[src/rtl/fetch_stage_pkg.sv]
// Shared types for the fetch stage: machine word, opcode field, fetch FSM states.
// Latency: n/a (types and constants only).
// Backpressure: n/a.
package fetch_stage_pkg;

  typedef logic [31:0] word_t;
  typedef logic [5:0]  opcode_t;

  // Bubble word inserted into IF/ID when no real instruction is latched.
  localparam word_t NOP_WORD_DEFAULT = 32'h0000_0000;

  typedef enum logic [1:0] {
    FETCH  = 2'd0,
    HOLD   = 2'd1,
    HALTED = 2'd2
  } fetch_state_t;

endpackage

[src/rtl/fetch_hold_buf.sv]
// One-entry holding register for {instr, pc4} captured while IF/ID is stalled.
// Latency: loaded value visible one cycle after load_i.
// Backpressure: none; the owner never loads while valid_o is set.
module fetch_hold_buf
  import fetch_stage_pkg::*;
(
  input  logic        clk_i,
  input  logic        rst_i,
  input  logic        load_i,
  input  logic        clear_i,
  input  logic [31:0] instr_i,
  input  logic [31:0] pc4_i,
  output logic [31:0] instr_o,
  output logic [31:0] pc4_o,
  output logic        valid_o
);

  word_t instr_q;
  word_t pc4_q;
  logic  valid_q;

  // Clear wins over load so a squash in the same cycle leaves the entry empty.
  always_ff @(posedge clk_i) begin
    if (rst_i || clear_i) begin
      instr_q <= '0;
      pc4_q   <= '0;
      valid_q <= 1'b0;
    end else if (load_i) begin
      instr_q <= instr_i;
      pc4_q   <= pc4_i;
      valid_q <= 1'b1;
    end
  end

  assign instr_o = instr_q;
  assign pc4_o   = pc4_q;
  assign valid_o = valid_q;

endmodule

[src/rtl/fetch_stage.sv]
// Instruction fetch + IF/ID register; PC, iREN/ihit handshake, stall buffering, redirect, halt.
// Latency: fetched word appears in IF/ID one cycle after ihit (or on stall release via hold buffer).
// Backpressure: stall holds IF/ID; a word arriving under stall parks in a 1-entry buffer and REN drops.
// Optional macro FETCH_PERF_EN adds fetch_count/stall_count performance counters.
module fetch_stage
  import fetch_stage_pkg::*;
#(
  parameter logic [31:0] PC_INIT  = 32'h0000_0000,
  parameter logic [31:0] NOP_WORD = NOP_WORD_DEFAULT
) (
  input  logic        CLK,
  input  logic        RST,
  input  logic        ihit,
  input  logic [31:0] imemload,
  output logic        imemREN,
  output logic [31:0] imemaddr,
  input  logic        stall,
  input  logic        redirect_en,
  input  logic [31:0] redirect_pc,
  input  logic        halt,
  output logic [31:0] instr_IF_ID,
  output logic [5:0]  opcode_IF_ID,
  output logic [5:0]  func_IF_ID,
  output logic [15:0] imm16_IF_ID,
  output logic [31:0] pc4_IF_ID,
  output logic        valid_IF_ID
`ifdef FETCH_PERF_EN
  ,
  output logic [31:0] fetch_count,
  output logic [31:0] stall_count
`endif
);

  fetch_state_t state_q, state_d;
  word_t        pc_q, pc_d;
  word_t        instr_q, instr_d;
  word_t        pc4_q, pc4_d;
  logic         valid_q, valid_d;
  word_t        pc_plus4;

  logic         hb_load;
  logic         hb_clear;
  word_t        hb_instr;
  word_t        hb_pc4;
  logic         hb_valid;

  // Wraps modulo 2^32; no alignment check.
  assign pc_plus4 = pc_q + 32'd4;

  fetch_hold_buf u_hold_buf (
    .clk_i   (CLK),
    .rst_i   (RST),
    .load_i  (hb_load),
    .clear_i (hb_clear),
    .instr_i (imemload),
    .pc4_i   (pc_plus4),
    .instr_o (hb_instr),
    .pc4_o   (hb_pc4),
    .valid_o (hb_valid)
  );

  // Next-state: redirect beats halt beats normal fetch/hold/halted behaviour.
  always_comb begin
    state_d  = state_q;
    pc_d     = pc_q;
    instr_d  = instr_q;
    pc4_d    = pc4_q;
    valid_d  = valid_q;
    hb_load  = 1'b0;
    hb_clear = 1'b0;

    if (redirect_en && (state_q != HALTED)) begin
      // Squash regardless of stall; any ihit data this cycle is dropped.
      pc_d     = redirect_pc;
      instr_d  = NOP_WORD;
      valid_d  = 1'b0;
      hb_clear = 1'b1;
      state_d  = FETCH;
    end else if (halt) begin
      state_d  = HALTED;
      hb_clear = 1'b1;
      if (!stall) begin
        instr_d = NOP_WORD;
        valid_d = 1'b0;
      end
    end else begin
      case (state_q)
        FETCH: begin
          if (ihit && !stall) begin
            instr_d = imemload;
            pc4_d   = pc_plus4;
            valid_d = 1'b1;
            pc_d    = pc_plus4;
          end else if (ihit) begin
            // ID is stalled: park the word and stop requesting until it drains.
            hb_load = 1'b1;
            pc_d    = pc_plus4;
            state_d = HOLD;
          end else if (!stall) begin
            instr_d = NOP_WORD;
            valid_d = 1'b0;
          end
        end
        HOLD: begin
          if (!stall) begin
            instr_d  = hb_instr;
            pc4_d    = hb_pc4;
            valid_d  = hb_valid;
            hb_clear = 1'b1;
            state_d  = FETCH;
          end
        end
        HALTED: begin
          if (!stall) begin
            instr_d = NOP_WORD;
            valid_d = 1'b0;
          end
        end
        default: state_d = FETCH;
      endcase
    end
  end

  // State, PC and IF/ID register with synchronous reset.
  always_ff @(posedge CLK) begin
    if (RST) begin
      state_q <= FETCH;
      pc_q    <= PC_INIT;
      instr_q <= NOP_WORD;
      pc4_q   <= '0;
      valid_q <= 1'b0;
    end else begin
      state_q <= state_d;
      pc_q    <= pc_d;
      instr_q <= instr_d;
      pc4_q   <= pc4_d;
      valid_q <= valid_d;
    end
  end

  assign imemaddr     = pc_q;
  assign imemREN      = (state_q == FETCH) && !RST;
  assign instr_IF_ID  = instr_q;
  assign opcode_IF_ID = opcode_t'(instr_q[31:26]);
  assign func_IF_ID   = instr_q[5:0];
  assign imm16_IF_ID  = instr_q[15:0];
  assign pc4_IF_ID    = pc4_q;
  assign valid_IF_ID  = valid_q;

`ifdef FETCH_PERF_EN
  logic [31:0] fetch_cnt_q, fetch_cnt_d;
  logic [31:0] stall_cnt_q, stall_cnt_d;

  // Count accepted fetches and non-halted stall cycles; both wrap naturally.
  always_comb begin
    fetch_cnt_d = fetch_cnt_q;
    stall_cnt_d = stall_cnt_q;
    if ((state_q == FETCH) && ihit && !redirect_en && !halt)
      fetch_cnt_d = fetch_cnt_q + 32'd1;
    if (stall && (state_q != HALTED))
      stall_cnt_d = stall_cnt_q + 32'd1;
  end

  // Counter registers.
  always_ff @(posedge CLK) begin
    if (RST) begin
      fetch_cnt_q <= '0;
      stall_cnt_q <= '0;
    end else begin
      fetch_cnt_q <= fetch_cnt_d;
      stall_cnt_q <= stall_cnt_d;
    end
  end

  assign fetch_count = fetch_cnt_q;
  assign stall_count = stall_cnt_q;
`endif

endmodule

[config.mk]
export PLATFORM = sky130hd
export DESIGN_NAME = fetch_stage
export DESIGN_NICKNAME = d
export VERILOG_FILES = /design/src/rtl/fetch_stage_pkg.sv /design/src/rtl/fetch_hold_buf.sv /design/src/rtl/fetch_stage.sv
export SDC_FILE = /design/constraint.sdc
export NUM_CORES = 1
export LEC_CHECK = 0
export ABC_AREA = 0
export BUFFER_PORTS_ARGS = -buffer_cell sky130_fd_sc_hd__buf_4
export CAP_MARGIN = 20
export CORE_UTILIZATION = 55
export CTS_BUF_LIST = sky130_fd_sc_hd__clkbuf_4 sky130_fd_sc_hd__clkbuf_8
export DETAILED_ROUTE_END_ITERATION = 10
export PLACE_DENSITY = 0.89
export SLEW_MARGIN = 25
export SYNTH_ARGS = -nofsm -noshare
export SYNTH_HDL_FRONTEND = slang
export SYNTH_SLANG_ARGS = --single-unit
[constraint.sdc]
create_clock -name CLK -period 2.8 [get_ports CLK]
set_input_delay 0.28 -clock CLK [delete_from_list [all_inputs] [get_ports CLK]]
set_output_delay 0.28 -clock CLK [all_outputs]
set_load 0.005 [all_outputs]
==> reports/results.ini <==
[run_status]
status=finished clean

[timing]
worstMarginPinSlew_ns=0.712
min_period_ns=2.38
min_period_over_period_pct=84.9
slew_viol_final=0
finalSetupViolCount=0
tns_ns=0
fin_skew_ns=0.00863
achievable-frequency_mhz=421
relSlewSlack_pct=52.5
final-hold-violation-count=0
rsz0062_at_grt=no

[logic_synthesis]
async_flop_share_pct=0
synth_compound_area_share_pct=21.6
synth_edf_count=0
syn_inst=912
synth_area_um2=7650
yosys_warnings=0
yosys.area_share.simple_pct=19.8
synth_top_area_cell=dfxtp_1
synth_area_leaders=dfxtp_1, nand2_1, nor2_1
ys_seq_elements=164
avgSynthCellArea_um2=8.39
yosysSeqAreaShare_pct=42.9
synthXorXnorAreaFrac_pct=5.95
synth_flop_cell=dfxtp_1
netlist-cell-type-count=60
synth_fp_nets=986
synthMuxAreaShare_pct=1.05
synth_most_common_cell=dfxtp_1
synth_top_area_share_pct=42.9
synth.cells.most_frequent=dfxtp_1, nand2_1, nor2_1
synth_fa_ha_area_share_pct=0.654
synth_top_family_by_area=compound AO/OA/AOI/OAI gates

[run]
drv_cap=0

[global_route]
grt_overflow=0
grt_pass1_vias=6737
grt_pass1_wl_um=34400
grt_max_degree=66
antenna_found_initial=0
track_usage_pct=30.2

[hold_path]
min_path_type=input port to register
min_from=redirect_pc[26]
holdPathStages=3
holdPathEnd=imemaddr[26]

[clock_network]
ctsRootBufferMaster=clkbuf_8
cts_tree=yes
clock_latency_ns=0.46
htree_levels=4
clkTransAtPathRegs_ns=0.08
cts_hold_buffers=0
clock-sinks=164
cts_resized=0
cts_setup_buffers=0
cts_buffer_depth=2
cts_buffers=17

[critical_path]
critPathLaunchType=register
crit_fanout=10
cp_cell_sequence=ha_1 -> nand3_1 -> nor4_1 -> nand3_1 -> xor2_1 -> a221oi_1
crit_cells=6
critPathTopFamily=simple AND/OR/NAND/NOR gates
endpoint_kind=register
r2r_slack_ns=0.42
slowest_delay_ns=0.55
reg2reg_from=imemaddr[2]
critPathRequiredTime_ns=3.16
slowest_stage=nor4_1
critPathBufInv=0
worstPathArrival_ns=2.74
path_class=register to register
r2r-end=pc4_IF_ID[30]
rr_worst_depth=6
cp_common_cell=nand3_1

[layout]
area_growth_pct=23.0
fillers=1040
nNetsFinal=1115
post-route-util_pct=70.2
antenna_cells=0
drive_gt1_share_pct=25.4

[detailed_routing]
route.detailed.drc=0
ant_nets=0
drt_wl_total_um=21400
via_per_inst=5.97
drt_first_iter_violations=657
first_pass_iters=5
wl_per_cell_um=17.4
vias=7339

[floorplanning]
core_um2=13400
io_pins=196
initial_core_util_pct=57.1
dieArea_um2=14400
placementRows=42
die_y_um=120
fp.dieW_um=120

[placement]
place.gp.congestion=0.953
dp_hpwl_um=14600
port_buffers=195

[power]
vdd_drop_max_v=0.000441
p_per_area_nw_per_um2=520
power.leakage_nw=3.59

-- flip-flops by register name (all words and copies together), names as in the netlist, named ones only --
| name | cells |
|---|---|
| imemaddr | 32 |
| instr_IF_ID | 32 |
| pc4_IF_ID | 32 |
| u_hold_buf.instr_o | 32 |
| u_hold_buf.pc4_o | 32 |
| state_q | 2 |
| u_hold_buf.valid_o | 1 |
-- tightest hold or removal path: stages --
cell and delay, ns:
buf_4 0.08, nand2_1 0.06, o21ai_0 0.07
-- layer usage --
metal	vias up	track usage [%]	routed length, µm	share of wire [%]
met1	3448	39.2	8940	42
met4	0	11.6	480	2.2
li1	3449	-	-	-
met3	42	6.18	1810	8.4
met2	400	49.0	10200	48
met5	-	0	0	0
-- metrics by stage --
stage	instances	power, mW	instance area (µm²)	hold slack, ns	setup slack (ns)
after floorplan	912	2.85	7650	0.389	0.700
after global placement	1198	3.12	8990	0.442	0.633
after detailed placement	1198	3.13	8990	0.447	0.495
after CTS	1229	4.90	9410	0.0311	0.454
after global routing	1229	5.09	9410	0.0337	0.144
final	1229	4.89	9410	0.0632	0.422
-- cell type report --
type                    instances  area, µm²  share of cell area (%)
multi-input cells             632       3790                    40.3
flip-flops and latches        164       3280                    34.9
repair buffers                219       1670                    17.7
clock buffers                  22        290                    3.09
well taps                     176        220                    2.34
clock inverters                 9        128                    1.36
inverters                       7       26.3                   0.279
-- power breakdown --
group	switching [mW]	leakage (nW)	internal, mW
Clock	0.831	0.208	0.963
Combinational	0.349	2.05	0.272
Sequential	0.0841	1.33	2.39
Total	1.26	3.59	3.63
-- worst max path at each step --
stage | slack, ns | startpoint | to
after global placement | 0.63 | imemaddr[2] | pc4_IF_ID[30]
after detailed placement | 0.49 | imemaddr[2] | pc4_IF_ID[30]
after global routing | 0.14 | imemaddr[2] | pc4_IF_ID[30]
after CTS | 0.45 | imemaddr[2] | pc4_IF_ID[30]
after floorplan | 0.70 | state_q[0] | u_hold_buf.pc4_o[2]
final | 0.42 | imemaddr[2] | pc4_IF_ID[30]
-- placed cells by master (no fill, tap or decap), types with 3 or more instances in the layout --
cell type     n
a2111o_1      4
a211oi_1     41
a21oi_1      63
a221oi_1      6
a22o_1       32
a22oi_1      32
a31oi_1       8
and3_1        8
and4_1        3
and4_2        3
buf_4       217
bufinv_16     3
clkbuf_8     20
clkinv_2      3
clkinvlp_4    3
dfxtp_1     164
ha_1          4
inv_1         7
mux2i_1       8
nand2_1     120
nand2b_1      3
nand3_1      27
nand4_1      10
nor2_1      107
nor2b_1       3
nor3_1       18
nor4_1        5
o21ai_0      31
o22ai_1       5
or3_1         3
xnor2_1      28
xor2_1       24
-- logic make-up after synthesis --
logic type | count (synthesis)
AOI/OAI and AO/OA | 241
and+or+nand+nor | 327
DFF | 164
muxes | 8
buffers and inverters | 116
xor gates and xnor gates | 52
adders and majority gates | 4
Power figures use the tool's default switching activity.
